==> config.mk <==
export PLATFORM = sky130hd
export DESIGN_NAME = imm_packer
export DESIGN_NICKNAME = d
export VERILOG_FILES = /design/src/rtl/imm_packer.sv
export SDC_FILE = /design/constraint.sdc
export NUM_CORES = 1
export LEC_CHECK = 0
export CAP_MARGIN = 20
export CORE_ASPECT_RATIO = 1.75
export CORE_MARGIN = 1
export CORE_UTILIZATION = 40
export CTS_BUF_LIST = sky130_fd_sc_hd__clkbuf_2
export CTS_CLUSTER_SIZE = 20
export DETAILED_ROUTE_END_ITERATION = 10
export GPL_TIMING_DRIVEN = 1
export PLACE_DENSITY = 0.66
export REMOVE_ABC_BUFFERS = 1
export SYNTH_ARGS = -nofsm -noshare
export SYNTH_HDL_FRONTEND = slang
export SYNTH_SLANG_ARGS = --single-unit
==> constraint.sdc <==
create_clock -name clk_in -period 1.55 [get_ports clk_in]
set_input_delay 0.31 -clock clk_in [delete_from_list [all_inputs] [get_ports clk_in]]
set_output_delay 0.31 -clock clk_in [all_outputs]
set_load 0.1 [all_outputs]
==> src/rtl/imm_packer.sv <==
// Immediate packer: range-checks a signed value against its op class field,
// truncates it into a 24-bit immediate and queues the result in a small FIFO.
module imm_packer #(
    parameter int DEPTH = 2,
    parameter int CNT_W = 8
) (
    input  logic             clk_in,
    input  logic             rst_n_in,
    input  logic [31:0]      value_in,
    input  logic [1:0]       op_in,
    input  logic             valid_in,
    output logic             ready_out,
    output logic [23:0]      imm24_out,
    output logic             fit_out,
    output logic [1:0]       op_out,
    output logic             valid_out,
    input  logic             ready_in,
    output logic [CNT_W-1:0] misfit_cnt_out,
    input  logic             cnt_clr_in
);

    localparam int AW = $clog2(DEPTH);
    localparam int CW = AW + 1;
    localparam logic [CW-1:0]    DEPTH_C = CW'(DEPTH);
    localparam logic [CW-1:0]    CNT_ONE = CW'(1'b1);
    localparam logic [AW-1:0]    PTR_ONE = AW'(1'b1);
    localparam logic [CNT_W-1:0] MIS_MAX = {CNT_W{1'b1}};
    localparam logic [CNT_W-1:0] MIS_ONE = CNT_W'(1'b1);

    typedef struct packed {
        logic [1:0]  op;
        logic        fit;
        logic [23:0] imm;
    } entry_t;

    // A field fits when every bit above its sign bit repeats that sign bit.
    function automatic entry_t pack_entry(input logic [31:0] v, input logic [1:0] op);
        entry_t e;
        e.op  = op;
        e.fit = 1'b0;
        e.imm = 24'h000000;
        case (op)
            2'b00: begin
                e.fit = (&v[31:7]) | ~(|v[31:7]);
                e.imm = {16'h0000, v[7:0]};
            end
            2'b01: begin
                e.fit = (&v[31:11]) | ~(|v[31:11]);
                e.imm = {12'h000, v[11:0]};
            end
            2'b10: begin
                e.fit = (&v[31:23]) | ~(|v[31:23]);
                e.imm = v[23:0];
            end
            default: begin
                e.fit = 1'b0;
                e.imm = 24'h000000;
            end
        endcase
        return e;
    endfunction

    entry_t            mem_r [DEPTH];
    logic [AW-1:0]     wr_ptr_r;
    logic [AW-1:0]     rd_ptr_r;
    logic [CW-1:0]     count_r;
    logic [CW-1:0]     count_next_s;
    logic              ready_r;
    logic              valid_r;
    logic [CNT_W-1:0]  misfit_r;
    logic              push_s;
    logic              pop_s;
    entry_t            head_s;

    assign push_s = valid_in & ready_r;
    assign pop_s  = valid_r & ready_in;
    assign head_s = mem_r[rd_ptr_r];

    // Next occupancy; ready blocks a push when full, so a full+pop cycle just drains.
    always_comb begin
        count_next_s = count_r;
        case ({push_s, pop_s})
            2'b10:   count_next_s = count_r + CNT_ONE;
            2'b01:   count_next_s = count_r - CNT_ONE;
            default: count_next_s = count_r;
        endcase
    end

    // FIFO storage, pointers and the registered handshake flags.
    always_ff @(posedge clk_in or negedge rst_n_in) begin
        if (!rst_n_in) begin
            for (int i = 0; i < DEPTH; i++) begin
                mem_r[i] <= '0;
            end
            wr_ptr_r <= '0;
            rd_ptr_r <= '0;
            count_r  <= '0;
            ready_r  <= 1'b1;
            valid_r  <= 1'b0;
        end else begin
            if (push_s) begin
                mem_r[wr_ptr_r] <= pack_entry(value_in, op_in);
                wr_ptr_r        <= wr_ptr_r + PTR_ONE;
            end
            if (pop_s) begin
                rd_ptr_r <= rd_ptr_r + PTR_ONE;
            end
            count_r <= count_next_s;
            ready_r <= (count_next_s < DEPTH_C);
            valid_r <= (count_next_s != '0);
        end
    end

    // Saturating misfit counter; a clear wins over a same-cycle increment.
    always_ff @(posedge clk_in or negedge rst_n_in) begin
        if (!rst_n_in) begin
            misfit_r <= '0;
        end else if (cnt_clr_in) begin
            misfit_r <= '0;
        end else if (pop_s && !head_s.fit && (misfit_r != MIS_MAX)) begin
            misfit_r <= misfit_r + MIS_ONE;
        end else begin
            misfit_r <= misfit_r;
        end
    end

    assign ready_out      = ready_r;
    assign valid_out      = valid_r;
    assign imm24_out      = head_s.imm;
    assign fit_out        = head_s.fit;
    assign op_out         = head_s.op;
    assign misfit_cnt_out = misfit_r;

endmodule

**Yosys cells after proc, flatten, opt, wreduce, memory -nomap -nowiden**

Index checks and enable logic that the tools add are counted.

- Reductions and logical operators: 13
- Magnitude comparators: 4
- Bitwise logic cells: 10
- Equality and inequality tests: 5
- Add/sub/neg operators: 5
- Muxes and demuxes: 11

Operators by type and width:

| kind | count |
|---|---|
| 27-bit 2-to-1 mux | 4 |
| 25-bit one-hot mux with 3 select lines | 1 |
| 54-bit bitwise mux | 1 |
| 27-bit demux with 1-bit select | 1 |
| 25-bit 2-to-1 mux | 1 |
| 25-bit AND reduction | 1 |
| 25-bit OR reduction | 1 |
| 21-bit AND reduction | 1 |
| 21-bit OR reduction | 1 |
| 8-bit 2-to-1 mux | 2 |
| 9-bit AND reduction | 1 |
| 9-bit OR reduction | 1 |
| 8-bit by 1-bit adder with 8-bit output (second input constant) | 1 |
| 8-bit != test (second input constant) | 1 |
| 2-bit by 1-bit equality test with 1-bit output (second input constant) | 2 |
| 2-bit equality test (second input constant) | 2 |
| 2-bit greater-or-equal comparator (second input constant) | 2 |
| 1-bit inverter with 2-bit output | 2 |
| 2-bit one-hot mux with 2 select lines | 1 |
| 2-bit nonzero test | 2 |
| 1-bit logical AND | 3 |
| 1-bit inverter | 3 |
| 1-bit bitwise OR | 3 |
| 1-bit adder (second input constant) | 2 |
| 7 further kinds | 8 |

- Logic and storage cells: 60
- Bits of input ports: 39
- Bits in registers: 68
- Output and inout port bits: 37

**Longest topological paths before layout**

- Word-level depth: 9
- Mapped depth: 7
- Gate-level depth less buffers: 6

**Worst setup path before layout**

OpenSTA, ideal clock, no wires.

- Path type: flip-flop to flip-flop
- Start point: register misfit_r[0], in the netlist misfit_cnt_out[0]
- End point: register misfit_r[5], in the netlist misfit_cnt_out[5]
- Arrival time: 2,353 ps
- Stages on the path, launching flop included: 7
- Buffers on the path: 0
- Clock period less this slack: 2,481 ps
- Setup time: 128 ps
- Required time: 1,422 ps
- Setup slack: -931 ps
- Path through: dfrtp_1 > ha_1 > nand3_1 > o311ai_2 > nor3_1 > xnor2_1 > nor2_1

- Longest elaborated chain between the ends: 3
- Elaborated cells on any way between the ends: 6
- Those cells by class: 1 x add/sub; 1 x eq/ne; 2 x mux; 2 x reduce/logical

RTL lines:

| element | RTL line | RTL |
|---|---|---|
| from (decl) | 70 | `logic [CNT_W-1:0] misfit_r;` |
| from (signal assigned) | 121 | `misfit_r <= misfit_r + MIS_ONE;` |
| from (signal assigned) | 123 | `misfit_r <= misfit_r;` |
| 8-bit by 1-bit adder with 8-bit output / 8-bit != test (equally long branches) | 121, 120 |  |
| 8-bit 2-to-1 mux / 1-bit logical AND (equally long branches) | 120 | `end else if (pop_s && !head_s.fit && (misfit_r != MIS_MAX)) begin` |
| 8-bit 2-to-1 mux / 2-bit nonzero test (equally long branches) | - |  |

Parallel ways exist; a longest one is shown, timed or not. The select of a mux whose other input is x is not followed.
A chain may end at the register's enable or synchronous reset.

**Worst setup path in the final report**

- Start point: register rd_ptr_r
- End point: output port imm24_out[7]

- Longest elaborated chain between the ends: 4

RTL lines:

| element | RTL line | RTL |
|---|---|---|
| from (decl) | 65 | `logic [AW-1:0] rd_ptr_r;` |
| from (signal assigned) | 106 | `rd_ptr_r <= rd_ptr_r + PTR_ONE;` |
| 1-bit inverter with 2-bit output (not written as such) | 77 | `assign head_s = mem_r[rd_ptr_r];` |
| 27-bit 2-to-1 mux (not written as such) (3 in series) | 77 |  |
| to (decl) | 13 | `output logic [23:0] imm24_out,` |

No other way between the ends. The select of a mux whose other input is x is not followed.

==> metrics.yaml <==
logic_synthesis:
  synth_top_area_share_pct: 53.58
  synth_cell_types: 35
  synth.largest_area_cell: "dfrtp_1"
  synthTopCellsByArea: "dfrtp_1 54%, nand2_1 10%, mux2_2 9.7%, o21ai_0 8.6%, xnor2_1 1.7%"
  ys_seq_area_share_pct: 54.42
  synth-seq-cells: 68
  syn_inst: 320
  synth_edf_count: 0
  ys.flop_type: "dfrtp_1"
  yosys_warnings: 0
  netlist_area_um2: 3129
  avgSynthCellArea_um2: 9.779
  async_reset_ff_share_pct: 100.0
floorplan:
  core_um2: 7567
  rows: 42
  die_h_um: 119.0
  start_util_pct: 41.35
  fp.dieW_um: 68.86
  ios: 76
  die-area_um2: 8195
timing:
  hold_viol_final: 0
  setup_viol: 46
  fin_ws_ns: -0.5432
  drv_slew: 0
  finClkSkew_ns: 0.02187
  grt_setup_unrepaired: "true"
  tightest_slew_ns: 0.5115
  relSlewSlack_pct: 65.82
  fmax_ghz: 0.4777
  period_share_pct: 135.0
  post-route-min-period_ns: 2.093
final_layout:
  final_common_cell: "nand2_1"
  final_core_utilization_pct: 70.63
  n_antenna_cell: 0
  drive_gt1_share_pct: 39.05
  final_cell_mix: "77 x nand2_1, 67 x dfrtp_1, 42 x buf_12"
  area_growth_pct: 70.81
  fin_area_um2: 5345
  fill_cells: 554
  ff_latch_area_um2: 1703
  multi_input_area_um2: 1607
  instances_no_fill: 549
  nets: 497
global_routing:
  grt_use_total_pct: 22.67
  grt_pass1_wl_um: 13610
  grt_max_degree: 69
  grt_overflow: 0
  grt_antenna_before_repair: 0
  first_global_vias: 2853
detailed_routing:
  antenna_left: 0
  first_iter_violations: 165
  avgViaCountPerCell: 5.191
  vias: 2850
  routedWlPerCell_um: 16.12
  wl_um: 8849
  route.detailed.drc: 0
  drt-pass1-iter-count: 4
clocking:
  cts_buffers: 9
  cts_tree: "built"
  clk_path_buf_depth: 2
  clock_latency_ns: 0.54
  root_buffer: "clkbuf_2"
  clkTransAtPathRegs_ns: 0.20
  htree_levels: 3
  cts.sink_count: 68
setup_path:
  crit_type: "reg -> out"
  start_kind: "flop"
  end_kind: "output port"
  required_ns: 1.24
  cp.arrival_ns: 1.78
  critPathMaxFanout: 6
placed_design:
  place_ws_ns: -0.6664
  place_inst: 512
  hpwl_um: 5840
  portBuffers: 75
  gp_congestion: 0.7806
  dpl_cell_area_um2: 4703
hold_path:
  hp-class: "in -> async"
flow_run:
  max_cap_viol_count: 0
status:
  violations: "setup timing"
  status: "complete, but fails checks"
==> worst max-delay path: stages, from the launching register on <==
cell and delay [ns]:
dfrtp_1 0.45, buf_6 0.16, buf_16 0.14, mux2_4 0.32, buf_12 0.17
==> state kept, by name (all words and copies together), names as in the netlist <==
register,cells
ready_out,1
count_r,2
wr_ptr_r,1
mem_r,54
rd_ptr_r,1
valid_out,1
misfit_cnt_out,8
==> path summary, 6_finish.rpt <==
check	start	to	slack [ns]	depth (start not counted)
setup reg to reg	rd_ptr_r	misfit_cnt_out[7]	-0.34	9
hold / removal	rst_n_in	mem_r[31]	0.28	3
hold reg to reg	count_r[1]	ready_out	0.48	1
max in group asynchronous	rst_n_in	mem_r[22]	0.94	3
min in group clk_in	value_in[5]	mem_r[32]	0.31	3
setup / recovery	rd_ptr_r	imm24_out[7]	-0.54	4
==> layout make-up <==
class | instances | area share, %
inverter | 4 | 0.3277
tap | 88 | 2.060
clock inverter | 7 | 0.6320
timing repair buffer | 142 | 34.22
multi-input combinational | 231 | 30.06
clock buffer | 9 | 0.8427
sequential | 68 | 31.86
==> cells in the mapped netlist (all sizes together), types with 2 or more instances <==
master  number
nand2       86
dfrtp       67
o21ai       54
mux2        27
clkbuf      13
nor2        10
nand3        7
nor4         6
xnor2        6
buf          4
inv          4
nand4        4
nor3         4
a21oi        3
or3          3
xor2         3
a31oi        2
and3         2
ha           2
mux2i        2
==> logic make-up after synthesis <==
| kind of cell | count (synthesis) | synth area share, % |
|---|---|---|
| mux | 29 | 10.48 |
| buf+inv | 21 | 2.559 |
| xor+xnor | 9 | 2.519 |
| simple gates | 128 | 18.39 |
| flops | 68 | 54.42 |
| fa+ha+maj | 2 | 0.7996 |
| compound gates | 63 | 10.84 |
==> per-stage QoR <==
stage	TNS (ns)	hold WS (ns)
3_3_place_gp	-8.720	0.3484
6_report	-16.52	0.2816
2_1_floorplan	-44.37	0.01441
4_1_cts	-16.52	0.2772
5_1_grt	-20.86	0.2885
3_5_place_dp	-10.90	0.3577
==> routing by layer <==
metal / GRT usage [%] / vias up / part of all wire, %
met5: 0 / - / 0
met2: 39.81 / 62 / 58
li1: - / 1371 / -
met3: 5.651 / 12 / 3.7
met4: 8.418 / 0 / 1.9
met1: 25.03 / 1405 / 36
==> repair_timing <==
| item | CTS | global route |
|---|---|---|
| endpoints found under the hold margin | 67 | 0 |
| gates resized for setup | 53 | 62 |
| buffers inserted | 11 | 8 |
| gates cloned | 1 | 3 |
| pin swaps | 7 | 16 |
| setup endpoints to repair | 47 | 52 |
| hold buffers | 1 | 0 |
Power is not shown: default switching activity piles up to over one toggle a cycle in this logic, so the estimate is an artifact.
